`src/rtl/control_unit.sv`:
```
// Three-cycle (FETCH/LOAD/EXEC) instruction sequencer driving the datapath controls.
// Define CTRL_SINGLE_STEP_EN to let a `step` pulse run exactly one instruction while paused.
module control_unit #(
    parameter int PC_W = 8
) (
    input  logic            clk,
    input  logic            rst,
    output logic [PC_W-1:0] imem_addr,
    input  logic [15:0]     imem_data,
    input  logic            pause_req,
    input  logic            step,
    input  logic            alu_zero,
    input  logic            alu_carry,
    output logic            alu_en,
    output logic [2:0]      alu_opcode,
    output logic [7:0]      imm_value,
    output logic [3:0]      write_addr,
    output logic [3:0]      ra_addr,
    output logic [3:0]      rb_addr,
    output logic            write_en,
    output logic            cpu_paused,
    output logic            halted,
    output logic [PC_W-1:0] pc
);

    typedef enum logic [2:0] {
        S_FETCH  = 3'd0,
        S_LOAD   = 3'd1,
        S_EXEC   = 3'd2,
        S_PAUSED = 3'd3,
        S_HALTED = 3'd4
    } state_t;

    localparam logic [3:0] OP_LDI  = 4'b0001;
    localparam logic [3:0] OP_JMP  = 4'b0010;
    localparam logic [3:0] OP_JZ   = 4'b0011;
    localparam logic [3:0] OP_JC   = 4'b0100;
    localparam logic [3:0] OP_HALT = 4'b0111;

    state_t      state;
    logic [15:0] ir;
    logic        z_flag;
    logic        c_flag;
    logic        step_grant;

    function automatic logic is_alu(input logic [15:0] ins);
        return ins[15];
    endfunction

    function automatic logic is_ldi(input logic [15:0] ins);
        return ins[15:12] == OP_LDI;
    endfunction

    function automatic logic is_halt(input logic [15:0] ins);
        return ins[15:12] == OP_HALT;
    endfunction

    // ALU instructions have bit 15 set, so they always fall through to the default.
    function automatic logic [PC_W-1:0] next_pc(input logic [15:0]     ins,
                                                 input logic [PC_W-1:0] cur,
                                                 input logic            zf,
                                                 input logic            cf);
        logic [PC_W-1:0] tgt;
        logic [PC_W-1:0] inc;
        tgt = PC_W'(ins[7:0]);
        inc = cur + PC_W'(1);
        case (ins[15:12])
            OP_JMP:  return tgt;
            OP_JZ:   return zf ? tgt : inc;
            OP_JC:   return cf ? tgt : inc;
            default: return inc;
        endcase
    endfunction

    // Register fields decode straight from the latched instruction.
    assign alu_opcode = ir[14:12];
    assign write_addr = ir[11:8];
    assign ra_addr    = ir[7:4];
    assign rb_addr    = ir[3:0];
    assign imm_value  = ir[7:0];
    assign imem_addr  = pc;

`ifndef CTRL_SINGLE_STEP_EN
    logic unused_step;
    assign unused_step = step;
    assign step_grant  = 1'b0;
`endif

    always_ff @(posedge clk or posedge rst) begin
        if (rst) begin
            state      <= S_FETCH;
            pc         <= '0;
            ir         <= '0;
            z_flag     <= 1'b0;
            c_flag     <= 1'b0;
            alu_en     <= 1'b0;
            write_en   <= 1'b0;
            cpu_paused <= 1'b0;
            halted     <= 1'b0;
`ifdef CTRL_SINGLE_STEP_EN
            step_grant <= 1'b0;
`endif
        end else begin
            case (state)
                S_FETCH: begin
                    if (pause_req && !step_grant) begin
                        state      <= S_PAUSED;
                        cpu_paused <= 1'b1;
                    end else begin
                        state <= S_LOAD;
                    end
                end

                // Enables are registered here so they are high for exactly the EXEC cycle.
                S_LOAD: begin
                    ir       <= imem_data;
                    write_en <= is_alu(imem_data) || is_ldi(imem_data);
                    alu_en   <= is_alu(imem_data);
                    state    <= S_EXEC;
`ifdef CTRL_SINGLE_STEP_EN
                    step_grant <= 1'b0;
`endif
                end

                S_EXEC: begin
                    write_en <= 1'b0;
                    alu_en   <= 1'b0;
                    pc       <= next_pc(ir, pc, z_flag, c_flag);
                    if (is_alu(ir)) begin
                        z_flag <= alu_zero;
                        c_flag <= alu_carry;
                    end
                    if (is_halt(ir)) begin
                        state      <= S_HALTED;
                        halted     <= 1'b1;
                        cpu_paused <= 1'b1;
                    end else begin
                        state <= S_FETCH;
                    end
                end

                S_PAUSED: begin
`ifdef CTRL_SINGLE_STEP_EN
                    if (step) begin
                        step_grant <= 1'b1;
                        state      <= S_FETCH;
                        cpu_paused <= 1'b0;
                    end else
`endif
                    if (!pause_req) begin
                        state      <= S_FETCH;
                        cpu_paused <= 1'b0;
                    end
                end

                S_HALTED: begin
                    state <= S_HALTED;
                end

                default: begin
                    state <= S_FETCH;
                end
            endcase
        end
    end

endmodule

```
`config.mk`:
```
export PLATFORM = sky130hd
export DESIGN_NAME = control_unit
export DESIGN_NICKNAME = d
export VERILOG_FILES = /design/src/rtl/control_unit.sv
export SDC_FILE = /design/constraint.sdc
export NUM_CORES = 1
export LEC_CHECK = 0
export CORE_MARGIN = 1.5
export CORE_UTILIZATION = 48
export CTS_CLUSTER_SIZE = 14
export DETAILED_ROUTE_END_ITERATION = 10
export PLACE_DENSITY = 0.95
export SYNTH_ARGS = -nofsm -noshare
export SYNTH_HDL_FRONTEND = slang
export SYNTH_SLANG_ARGS = --single-unit
```
`constraint.sdc`:
```
create_clock -name clk -period 3.75 [get_ports clk]
set_input_delay 0.375 -clock clk [delete_from_list [all_inputs] [get_ports clk]]
set_output_delay 0.375 -clock clk [all_outputs]
set_load 0.02 [all_outputs]
```
## Yosys cells after proc, flatten, opt, wreduce, memory -nomap -nowiden

Cells that the tools add are included.

- $add $sub $neg: 1
- Muxes and demuxes: 13
- Reduce and logical (&&, ||, !) cells: 7
- Equal/unequal tests: 12

Operators by type and width:

| operator | count |
|---|---|
| $pmux 8 s3 | 1 |
| $mux 8 | 2 |
| $pmux 3 s5 | 1 |
| $add 8x1->8 const B | 1 |
| $eq 4x2->1 const B | 2 |
| $eq 4x3->1 const B | 2 |
| $eq 3x2->1 const B | 2 |
| $mux 3 | 2 |
| $ne 2x2->1 const B | 3 |
| $eq 4x1->1 const B | 1 |
| $pmux 1 s2 | 2 |
| $reduce_and 2->1 | 2 |
| $reduce_and 4->1 | 1 |
| $eq 3x1->1 const B | 1 |
| $eq 3x3->1 const B | 1 |
| $logic_not 3->1 | 1 |
| $mux 1 | 3 |
| $pmux 1 s3 | 1 |
| $reduce_bool 3->1 | 1 |
| $mux 2 | 1 |
| $reduce_bool 2->1 | 1 |
| $logic_or 1x1->1 | 1 |

- Bits of input ports: 22
- Output and inout port bits: 43
- Register bits: 33
- Logic and storage cells: 42

## Depth between registers and ports, before layout

Gate-level depths: netlist of the first run.

- Depth in word-level cells: 3
- Depth in mapped cells: 6
- Mapped depth without buffers: 5

## Worst setup path before layout of the first run

Ideal clock, no wire load.

- Kind: register to register
- From: register ir[12]
- To: register pc[3], in the netlist imem_addr[3]
- Setup time: 120 ps
- Path buffers: 1
- Clock period less this slack: 1574 ps
- Arrival: 1455 ps
- Stages on the path, launching flop included: 6
- Slack: 2176 ps
- Required time: 3630 ps
- Cell sequence: dfrtp_1 -> or3b_4 -> a31o_1 -> buf_6 -> mux2i_1 -> o22a_2

- Word-level cells in the longest chain between the ends: 2
- Elaborated cells between the ends (all ways): 4
- Those cells by class: 3 x eq/ne; 1 x mux

RTL lines:

| item | RTL line | RTL |
|---|---|---|
| from (decl) | 41 | `logic [15:0] ir;` |
| from (signal assigned) | 116 | `ir <= imem_data;` |
| $eq 4x3->1 or $eq 4x2->1 (tied branches) | 67 | `case (ins[15:12])` |
| $pmux 8 s3 (*) | 67 |  |
| to (signal assigned) | 128 | `pc <= next_pc(ir, pc, z_flag, c_flag);` |
| to (decl) | 23 | `output logic [PC_W-1:0] pc` |

Mark *: on every way between the ends. The rest lies on a longest branch, timed or not.
A chain may end at the register's enable or synchronous reset.

## Worst setup path after layout of the first run

- From: register state[2]
- To: register ir[12]

- Word-level cells in the longest chain between the ends: 1

RTL lines:

| item | RTL line | RTL |
|---|---|---|
| from (decl) | 40 | `state_t state;` |
| from (signal assigned) | 91 | `state <= S_FETCH;` |
| from (signal assigned) | 107 | `state <= S_PAUSED;` |
| from (signal assigned) | 110 | `state <= S_LOAD;` |
| $eq 3x1->1 | 104 | `case (state)` |

No other way between the ends.

==> out/metrics.yaml, run 1 <==
final_nets: 224
synth_cell_types: 37
cpPeakStageDelay_ns: 0.55
cts_buffers: 5
synth_edf_count: 0
wl_mm: 3.46
grt_usage_pct: 19.1
async_flop_share_pct: 100
critPathTopFamily: "simple AND/OR/NAND/NOR gates"
period_share_pct: 48.5
clk_path_buf_depth: 2
initial_utilization_pct: 51.8
slew_violations: 0
crit_chain: "nor3b_2 > buf_4 > mux2_2"
grt_max_degree: 34
cp.depth: 3
h-tree-depth: 2
drt_iter0_drc: 33
yosysSeqAreaShare_pct: 46.3
startpoint_type: "register"
drive_gt1_share_pct: 16.3
fmax_mhz: 550
drt-vias-per-instance: 5.31
worst-endpoint-required_ns: 3.91
maxCapViolations: 0
detailed_place_hpwl_mm: 2.50
portBuffers: 63
gr-total-overflow: 0
clkLatencyLatePin_ns: 0.28
antenna_found_initial: 0
p_leak_nw: 0.970
ys.flop_type: "dfrtp_1"
avgRoutedWirePerCell_um: 13.9
cts_root_buf: "clkbuf_8"
num_antenna_cells: 0
die_h_um: 64.0
syn_avg_cell_area_um2: 10.8
cp_data_arrival_time_ns: 1.98
rows: 21
cp_slowest_cell: "nor3b_2"
fin_crit_ns: 1.82
cts.hold.buffers_added: 0
path_clk_slew_ns: 0.07
final.fill_count: 278
grt_pass1_wl_mm: 5.97
r2r_cells: 3
vias: 1318
worst_slew_pin_slew_ns: 0.584
chipWidth_um: 64.0
post_cts_resized: 0
hold_violations: 0
powerDensity_mw_per_mm2: 1010
final_util_pct: 67.4
ys_warn_count: 0
grt_pass1_vias: 1279
cts_setup_buffers: 0
die_area_mm2: 0.00409
path_buf_inv: 1
hold_class: "input pin to async pin"
irDropWorstVdd_uv: 578
setup_tns_ns: 0
syn_inst: 165
skew_ns: 0.00646
slew_headroom_pct: 60.9
firstDrtPassIters: 4
synth_nets: 188
core_area_mm2: 0.00344
cts_tree: "built"
rsz0062_at_grt: "no"
synth-seq-cells: 33
worstSetupPathType: "register to register"
setup_viol: 0
gp_congestion: 0.763
run_status: "finished clean"
syn_area_mm2: 0.00178
io_pins: 65
cts.sinks: 33
critPathCaptureType: "register"
ant_nets: 0
drc: 0
syn_to_final_growth_pct: 30.1
cp_max_fo: 15
area by class of cell:
cell class,count,area [um^2],area share [%]
Sequential cell,33,826,35.6
Multi-Input combinational cell,88,657,28.3
Timing Repair Buffer,66,653,28.1
Clock buffer,7,96.3,4.15
Tap cell,46,57.6,2.48
Inverter,7,26.3,1.13
Clock inverter,1,5.00,0.216
stage by stage:
| step | std cells | setup WS [ns] | hold WS [ns] | power, mW | area, um^2 |
|---|---|---|---|---|---|
| global placement | 240 | 1.94 | 0.481 | 2.03 | 2220 |
| global route | 248 | 1.74 | 0.511 | 2.51 | 2320 |
| floorplan | 165 | 2.18 | 0.479 | 1.73 | 1780 |
| detailed placement | 240 | 1.91 | 0.492 | 2.07 | 2220 |
| CTS | 248 | 1.90 | 0.490 | 2.37 | 2320 |
| finish | 248 | 1.93 | 0.486 | 2.35 | 2320 |
where the power goes:
part	total [mW]	internal, mW	switching, mW
registers	0.728	0.533	0.195
clock network	0.287	0.166	0.121
logic	1.33	0.684	0.650
tightest hold or removal path, stage by stage:
cell             delay [ns]
clkdlybuf4s50_1        0.39
inv_1                  0.05
buf_4                  0.36
final timing paths:
| kind | to | start | slack (ns) |
|---|---|---|---|
| min in group clk | halted | halted | 0.50 |
| worst max-delay path | ir[12] | state[2] | 1.93 |
| max in group asynchronous | c_flag | rst | 2.97 |
| worst max register to register | ir[12] | state[2] | 1.93 |
| worst min register to register | halted | halted | 0.50 |
| worst min-delay path | halted | rst | 0.49 |
synth_stat cells (2+ instances only):
cell     instances  area share (%)
a21oi_1          7             2.0
a22oi_1          3             1.3
and3_1           2            0.70
buf_2            2            0.56
buf_4           31              13
buf_6            3             1.9
dfrtp_1         33              46
inv_1            7             1.5
mux2_2          16              10
mux2i_1          6             3.4
nand2_1         10             2.1
nand3_1          6             1.7
nand4_1          2            0.70
nor2_1           4            0.84
nor3_1           2            0.56
nor3b_1          2            0.84
o21ai_0          9             2.5
cell families after synthesis:
group,after synthesis,share of synthesized area [%]
adders and majority gates,1,0.701
and+or+nand+nor,37,11.8
buffers and inverters,44,17.2
AOI/OAI and AO/OA,28,10.6
DFF,33,46.3
muxes,22,13.5
per-layer routing:
metal	global-route usage, %	up-vias	routed length (um)
met1	24.4	643	1500
met2	29.3	50	1650
met4	9.78	0	53
met5	0	-	0
li1	-	620	-
met3	5.63	5	250
state kept, by name, summed over array words and instances (netlist names):
register    flops
ir             16
c_flag          1
imem_addr       8
halted          1
alu_en          1
cpu_paused      1
state           3
z_flag          1
write_en        1
cells in the final DEF, fill, tap and decap left out, types with 2 or more instances in the layout:
cell             count
a21oi_1              7
a22oi_1              3
and3_1               2
buf_4                3
clkbuf_8             7
clkdlybuf4s50_1     63
dfrtp_1             33
inv_1                7
mux2_2              16
mux2i_1              6
nand2_1             10
nand3_1              6
nand4_1              2
nor2_1               4
nor3_1               2
o21ai_0              9
Note: power is estimated with default switching activity, not from simulation.
==> run 2: changes to the inputs <==
--- a/config.mk
+++ b/config.mk
@@ -6,10 +6,10 @@
 export NUM_CORES = 1
 export LEC_CHECK = 0
 export CORE_MARGIN = 1.5
-export CORE_UTILIZATION = 48
+export CORE_UTILIZATION = 40
 export CTS_CLUSTER_SIZE = 14
 export DETAILED_ROUTE_END_ITERATION = 10
-export PLACE_DENSITY = 0.95
+export PLACE_DENSITY = 0.86
 export SYNTH_ARGS = -nofsm -noshare
 export SYNTH_HDL_FRONTEND = slang
 export SYNTH_SLANG_ARGS = --single-unit
==> constraint.sdc (replaced) <==
create_clock -name clk -period 1.45 [get_ports clk]
set_input_delay 0.145 -clock clk [delete_from_list [all_inputs] [get_ports clk]]
set_output_delay 0.145 -clock clk [all_outputs]
set_load 0.02 [all_outputs]
==> out/metrics.yaml, run 2 (synthesized netlist as in run 1, its figures left out) <==
run_status: "finished, violations left"
violations: "setup timing"
drt-vias-per-instance: 5.08  # -4.4%
chipWidth_um: 69.8  # +9.1%
clk_path_buf_depth: 2  # unchanged
final.fill_count: 384  # +38%
met2_length_mm: 2.02  # +22%
drc: 0  # unchanged
maxCapViolations: 0  # unchanged
cts.hold.buffers_added: 0  # unchanged
antenna_found_initial: 0  # unchanged
wl_mm: 3.98  # +15%
slew_violations: 0  # unchanged
p_leak_nw: 1.20  # +24%
clkLatencyLatePin_ns: 0.29  # about the same
largest_reg_flops: 16  # unchanged
setup_viol: 8  # +8
worst_slew_pin_slew_ns: 0.281  # -0.303 ns
firstDrtPassIters: 6  # +2
grt_pass1_vias: 1364  # +6.6%
gp_congestion: 0.747  # -2.2%
hold_violations: 0  # unchanged
powerDensity_mw_per_mm2: 2510  # +150%
final_cell_mix: "dfrtp_1 (32), dlygate4sd2_1 (27), clkdlybuf4s50_1 (25), buf_4 (21), mux2_2 (16)"
setup_tns_ns: -0.599  # -0.599 ns
num_antenna_cells: 0  # unchanged
dr_wl_met3_um: 220  # -12%
cp_data_arrival_time_ns: 1.78  # -0.20 ns
initial_utilization_pct: 41.3  # -11 points
period_share_pct: 111  # +62 points
portBuffers: 63  # unchanged
vias: 1397  # +6.0%
cts.sinks: 33  # unchanged
io_pins: 65  # unchanged
slew_headroom_pct: 81.3  # +20 points
grt_max_degree: 34  # unchanged
worstSetupPathType: "register to register"
skew_ns: 0.00347  # -0.00299 ns
startpoint_type: "register"
layout_commonest_cell: "dfrtp_1"
critical_path.startpoint: "ir[14]"
grt_pass1_wl_mm: 6.40  # +7.3%
rows: 24  # +14%
cts_root_buf: "clkbuf_8"
fin_total_pwr_mw: 6.32  # +170%
h-tree-depth: 2  # unchanged
fin_ws_ns: -0.156  # -2.09 ns
critPathCaptureType: "register"
core_area_mm2: 0.00432  # +26%
cp_max_fo: 8  # -7
timing.hold.ws_ns: 0.209  # -0.277 ns
worst-endpoint-required_ns: 1.63  # -2.28 ns
final_nets: 245  # +9.4%
path_clk_slew_ns: 0.06  # about the same
ant_nets: 0  # unchanged
cts_buffers: 5  # unchanged
rsz0062_at_grt: "yes"
cts_tree: "built"
r2r_start: "ir[14]"
highest_layer: "met4"
r2r_cells: 4  # +1
grt_usage_pct: 16.9  # -2.2 points
largest-register: "ir"
wl_met1_mm: 1.69  # +13%
drive_gt1_share_pct: 26.5  # +10 points
syn_to_final_growth_pct: 41.3
hold_class: "input pin to async pin"
fin_crit_ns: 1.61  # -0.213 ns
die_h_um: 69.8  # +9.1%
fmax_mhz: 623  # +13%
avgRoutedWirePerCell_um: 14.5  # +3.8%
detailed_place_hpwl_mm: 2.89  # +15%
drt_iter0_drc: 110  # +230%
irDropWorstVdd_uv: 1260  # +120%
die_area_mm2: 0.00487  # +19%
gr-total-overflow: 0  # unchanged
==> run 2: changes by cell type in the layout (fill, tap and decap cells not counted), moves of 2 or more <==
| cell | delta |
|---|---|
| o21ai_1 | +3 |
| buf_4 | +18 |
| o21ai_0 | -3 |
| clkdlybuf4s50_1 | -38 |
| dlygate4sd2_1 | +27 |
| dlymetal6s2s_1 | +10 |
| buf_6 | +2 |
| clkbuf_8 | -2 |
==> run 2: area by class of cell <==
cell class	instances	area [um^2]	share of cell area, %
clock buffer	6	72.6	2.88
inverter	7	26.3	1.04
clock inverter	2	10.0	0.397
multi-input combinational	88	698	27.7
sequential	33	827	32.8
timing repair buffer	87	822	32.6
tap	52	65.1	2.58
==> run 2: layer usage <==
layer	up-vias	track usage [%]
met3	4	4.22
met2	51	26.8
met1	680	21.9
li1	662	-
met4	0	7.05
met5	-	0
==> run 2: path summary, 6_finish.rpt <==
check / slack [ns] / end
setup / recovery: -0.16 / imem_addr[3]
hold / removal: 0.21 / ir[0]
setup reg to reg: -0.16 / imem_addr[3]
hold reg to reg: 0.48 / halted
max in group asynchronous: 1.06 / ir[14]
min in group clk: 0.42 / ir[3]
==> run 2: power breakdown <==
part	total (mW)	switching [mW]	internal (mW)
registers	1.81	0.432	1.38
logic	3.84	1.93	1.91
clock network	0.658	0.326	0.332
==> run 2: repair_timing <==
item,CTS,global route
pin swaps,8,3
setup endpoints to repair,36,19
resized for setup,35,17
buffers inserted,2,2
cloned,0,0
==> run 2: through the flow <==
step	cells	utilization, %	setup slack (ns)	area, um^2
finish	275	58.3	-0.156	2520
global placement	263	54.7	-0.127	2370
detailed placement	263	54.7	-0.155	2370
floorplan	165	-	-0.0745	1790
global route	275	58.3	-0.183	2520
CTS	273	56.6	-0.0989	2450
==> run 2: worst max-delay path, cell delays in order, from the launching register on <==
cell	delay [ns]
dfrtp_2	0.44
or3b_4	0.41
a31o_4	0.31
mux2i_1	0.15
o22a_2	0.19
==> variant 1, RTL diff (config.mk and constraints of run 2) <==
Put a register stage on the outputs `alu_opcode`, `imm_value`, `write_addr`, `ra_addr` and `rb_addr`, without a reset. The values now appear one clock later. The other outputs are not delayed to match.
--- a/src/rtl/control_unit.sv
+++ b/src/rtl/control_unit.sv
@@ -73,11 +73,13 @@
     endfunction
 
     // Register fields decode straight from the latched instruction.
-    assign alu_opcode = ir[14:12];
-    assign write_addr = ir[11:8];
-    assign ra_addr    = ir[7:4];
-    assign rb_addr    = ir[3:0];
-    assign imm_value  = ir[7:0];
+    always_ff @(posedge clk) begin
+        alu_opcode <= ir[14:12];
+        imm_value  <= ir[7:0];
+        write_addr <= ir[11:8];
+        ra_addr    <= ir[7:4];
+        rb_addr    <= ir[3:0];
+    end
     assign imem_addr  = pc;
 
 `ifndef CTRL_SINGLE_STEP_EN
Behaviour: not the same (a bounded check fails within 4 cycles, from zero or initial values and one cycle with rst high).
==> variant 1 against run 2 <==
  * The run still ends with setup timing left
  * Clock power grew 23%
  * Core utilization up 5.5 points
  * Total power up 20%
  * First-iteration DRC count is 5.5% higher
  * Final area is 19% higher
  * Sequential cell count is 15 higher
  * Hold slack lost 12 ps
  * Routed wire length increased by 15%
  * Clock skew grew 2.4 ps
  * Setup slack better by 62 ps
  * Final cell count is 8.0% higher
  * Area after synthesis is 9.0% higher
==> variant 1: results (changes against run 2) <==
result of the run=finished with violations (unchanged); failing checks=setup timing (unchanged); via count of the first global-routing pass=1,525 (was 1,364); Slew headroom=81.6% (was 81.3%); H-Tree Depth=2 (unchanged); final setup margin=-93.5 ps (was -156 ps); most frequent cells after synthesis=dfrtp_1, mux2_2, buf_4 (was dfrtp_1, buf_4, mux2_2); instance area after placement=2710 um^2 (was 2370 um^2); number of DRC violations after detailed-routing iteration 0=116 (was 110); Critical Path Fanout Max=16 (was 8); Setup Skew=5.89 ps (was 3.47 ps); flip-flop count of the largest register, all copies and words added=16 (unchanged); Port Buffers=63 (unchanged); clock input transition at the sequential cells of the worst setup and hold paths=90 ps (was 60 ps); last weighted congestion value of the routability-driven placer=0.767 (was 0.747); number of antenna diodes=0 (unchanged); final non-filler cell total=297 (was 275); CTS resizes=19 (was 35); initial antenna violation count=0 (unchanged); postcts setup bufs=6 (was 2); instance count of the mapped netlist=161 (was 165); Leakage Power=1.32 nW (was 1.20 nW); Placed Cells=278 (was 263); number of nets in the synthesized netlist=184 (was 188); largest cells by area after synthesis=dfrtp_1, dfxtp_1, mux2_2 (was dfrtp_1, buf_4, mux2_2); final net count=265 (was 245); total via count in the routed design=1,550 (was 1,397); wire length of the first global-routing pass=6890 um (was 6400 um); async set or reset register ratio after synthesis=68.8% (was 100%); top_reg_cell synth=dfrtp_1 (unchanged); pin count of the biggest net entering global routing=18 (was 34); final sum of negative setup slack=-618 ps (was -599 ps); Peak supply drop=1.47 mV (was 1.26 mV); Detailed Place HPWL=3020 um (was 2890 um); HP Class=in2async (unchanged); final setup violating endpoints=18 (was 8); Global Route Usage Sum=17.4% (was 16.9%); routed wire length=4570 um (was 3980 um); portion of the post-synthesis area used by sequential elements=57.9% (was 46.3%); pre-CTS setup slack=-89.8 ps (was -155 ps); maximum single-stage delay on the critical path=420 ps (was 440 ps); share of layout cells above drive strength 1=30.0% (was 26.5%); distinct cell type count after synthesis=41 (was 37); Detailed Routing Iterations Pass 1=4 (was 6); Max stage delay cell, worst path=dfrtp_1 (was dfrtp_2)
variant 1: power breakdown:
part	leakage, nW	switching, mW	internal [mW]	total [mW]
Combinational	0.762	1.93	2.40	4.33
Clock	0.0445	0.422	0.388	0.809
Sequential	0.512	0.453	1.99	2.45
variant 1: cells by family (layout without fill, tap and decap cells):
group / after synthesis / count (layout) / share of synthesized area, %
compound gates: 26 / 26 / 9.07
fa+ha+maj: 1 / 1 / 0.643
mux: 20 / 20 / 11.5
buf+inv: 24 / 106 / 8.43
flops: 48 / 48 / 57.9
simple gates: 42 / 42 / 12.5
variant 1: layout make-up:
type | count | area, um^2
fill | 370 | 1700
clock inverter | 1 | 7.51
timing repair buffer | 95 | 918
tap | 54 | 67.6
multi-input combinational | 89 | 773
clock buffer | 7 | 86.3
inverter | 3 | 11.3
sequential | 48 | 1130
variant 1: worst paths after layout:
check	from	endpoint	slack, ps	cells after the start
setup / recovery	ir[13]$_DFFE_PP0P_	imem_addr[4]$_DFFE_PP0P_	-90	5
hold / removal	rst	imem_addr[5]$_DFFE_PP0P_	200	3
setup reg to reg	ir[13]$_DFFE_PP0P_	imem_addr[4]$_DFFE_PP0P_	-90	5
hold reg to reg	ir[8]$_DFFE_PP0P_	write_addr[0]$_DFF_P_	380	0
max in group asynchronous	rst	imem_addr[1]$_DFFE_PP0P_	1050	3
min in group clk	ir[8]$_DFFE_PP0P_	write_addr[0]$_DFF_P_	380	0
variant 1: routing by layer:
| metal | GRT usage [%] | routed length [um] |
|---|---|---|
| met2 | 30.9 | 2400 |
| met3 | 5.66 | 257 |
| met5 | 0 | 0 |
| met4 | 6.92 | 71 |
| met1 | 19.2 | 1840 |
==> variant 2, RTL diff (flow settings as in run 2) <==
Without the edit above. The parameter `PC_W` goes from 8 to 6.
--- a/src/rtl/control_unit.sv
+++ b/src/rtl/control_unit.sv
@@ -1,7 +1,7 @@
 // Three-cycle (FETCH/LOAD/EXEC) instruction sequencer driving the datapath controls.
 // Define CTRL_SINGLE_STEP_EN to let a `step` pulse run exactly one instruction while paused.
 module control_unit #(
-    parameter int PC_W = 8
+    parameter int PC_W = 6
 ) (
     input  logic            clk,
     input  logic            rst,
Interface: changed (resized imem_addr and pc); port bits go from 65 to 61. The function was not compared with the original's and may differ.
==> variant 2 against run 2 <==
  * The flow still finishes with violations (setup timing)
  * Critical path depth unchanged
  * First-iteration DRC count fell by 58%
  * Final area is 6.1% lower
  * Total power is 5.2% lower
  * Combinational power down 11%
  * Sequential cell count is 2 lower
  * Via count fell by 8.9%
  * Setup slack gained 9.8 ps
  * Area after synthesis is 6.7% lower
  * Count of clock-buffer cells in the layout is the same
  * Routed wire length is 13% lower
  * Critical endpoint is now imem_addr[4]$_DFFE_PP0P_
  * Largest power group unchanged
==> variant 2: results (changes against run 2) <==
mux contribution to synthesized area=13.4% (was 13.5%); largest cells by area after synthesis=dfrtp_1, buf_4, mux2_2 (unchanged); maximum single-stage delay on the critical path=420 ps (was 440 ps); Max stage delay cell, worst path=dfrtp_1 (was dfrtp_2); result of the run=finished with violations (unchanged); Port Buffers=59 (was 63); Worst Setup EP=imem_addr[4]$_DFFE_PP0P_ (was imem_addr[3]$_DFFE_PP0P_); Detailed Place HPWL=2520 um (was 2890 um); total net switching power=2.41 mW (was 2.69 mW); number of DRC violations after detailed-routing iteration 0=46 (was 110); endpoint of the most critical register-to-register path=imem_addr[4]$_DFFE_PP0P_ (was imem_addr[3]$_DFFE_PP0P_); via count of the first global-routing pass=1,121 (was 1,364); Critical Path Fanout Max=7 (was 8); final net count=224 (was 245); post-synthesis adder-cell area fraction=0.752% (was 0.701%); final setup margin=-146 ps (was -156 ps); pin count of the biggest net entering global routing=32 (was 34); worst reg-to-reg path cell count=4 (unchanged); total of fill cells in the finished design=337 (was 384); Leakage Power=1.16 nW (was 1.20 nW); worst flop-to-flop path startpoint=ir[14]$_DFFE_PP0P_ (unchanged); Critical Path AT=1760 ps (was 1780 ps); Via density=5.05 (was 5.08); Peak supply drop=1.14 mV (was 1.26 mV); per-cell routed wire length=13.8 um (was 14.5 um); last weighted congestion value of the routability-driven placer=0.828 (was 0.747); Global Route Usage Sum=16.1% (was 16.9%); compound-gate portion of the synthesized area=11.3% (was 10.6%); parity-gate share of the synthesized area counting xor and xnor cells=0% (unchanged); portion of the post-synthesis area used by sequential elements=46.6% (was 46.3%); final sum of negative setup slack=-571 ps (was -599 ps); number of nets in the synthesized netlist=176 (was 188); most frequent cells after synthesis=dfrtp_1, buf_4, mux2_2 (unchanged); share of layout cells above drive strength 1=25.7% (was 26.5%); distinct cell type count after synthesis=38 (was 37); clock input transition at the sequential cells of the worst setup and hold paths=70 ps; Yosys top cell area share=46.6% (was 46.3%); Setup Skew=7.11 ps (was 3.47 ps); wire length of the first global-routing pass=5400 um (was 6400 um); Detailed Routing Iterations Pass 1=4 (was 6); failing checks=setup timing (unchanged); Tightest Pin Transition=400 ps (was 281 ps); final setup violating endpoints=6 (was 8)
[variant 2: cell type report]
type                            instances  share of cell area, %
Sequential cell                        31                   32.8
Timing Repair Buffer                   73                   31.2
Multi-Input combinational cell         85                   27.6
Clock buffer                            6                   3.49
Tap cell                               50                   2.64
Clock inverter                          2                   1.48
Inverter                                5                  0.793
[variant 2: how the worst min path moves through the flow]
stage	slack [ps]	depth (start not counted)	to	from
2_1_floorplan	250	1	alu_en$_DFFE_PP0P_	rst
3_5_place_dp	450	1	halted$_DFFE_PP0P_	halted$_DFFE_PP0P_
5_1_grt	290	3	ir[6]$_DFFE_PP0P_	rst
3_3_place_gp	440	1	halted$_DFFE_PP0P_	halted$_DFFE_PP0P_
6_report	240	3	ir[5]$_DFFE_PP0P_	rst
4_1_cts	270	3	ir[9]$_DFFE_PP0P_	rst
[variant 2: kinds of logic after synthesis]
family	Yosys count
adders and majority gates	1
buffers and inverters	37
AOI/OAI and AO/OA	26
and+or+nand+nor	38
muxes	20
DFF	31
[variant 2: layer usage]
metal	part of all wire (%)	vias up	wire (um)	GRT usage [%]
li1	-	611	-	-
met1	43	612	1480	21.1
met2	50	44	1720	25.4
met3	6.3	5	219	5.33
met4	1.2	0	41	4.59
met5	0	-	0	0
[variant 2: power groups by stage]
stage / sequential [mW] / clock (mW) / combinational (mW)
after floorplan: 1.81 / 0 / 2.32
after global placement: 1.70 / 0 / 3.44
after detailed placement: 1.72 / 0 / 3.52
after CTS: 1.70 / 0.893 / 3.41
after global routing: 1.77 / 0.934 / 3.69
final: 1.69 / 0.873 / 3.42
[variant 2: what timing repair did]
| action | in CTS | in global routing |
|---|---|---|
| gates resized for setup | 13 | 21 |
| pin swaps | 2 | 2 |
| setup buffers | 1 | 1 |
| endpoints found under the setup margin | 20 | 25 |
[variant 2: critical path, delay by kind of cell, from the launching register on]
family	cells	cell delay [ps]
DFF	1	420
AOI/OAI and AO/OA	3	650
and+or+nand+nor	1	410
[variant 2: metrics by stage]
stage / util, % / power (mW) / std cells / cell area (um^2) / worst slack, ps
floorplan: - / 4.13 / 153 / 1660 / -75.3
global placement: 54.8 / 5.14 / 242 / 2190 / -92.8
detailed placement: 54.8 / 5.24 / 242 / 2190 / -154
CTS: 57.5 / 6.01 / 251 / 2300 / -159
global route: 59.2 / 6.40 / 252 / 2370 / -228
finish: 59.2 / 5.99 / 252 / 2370 / -146
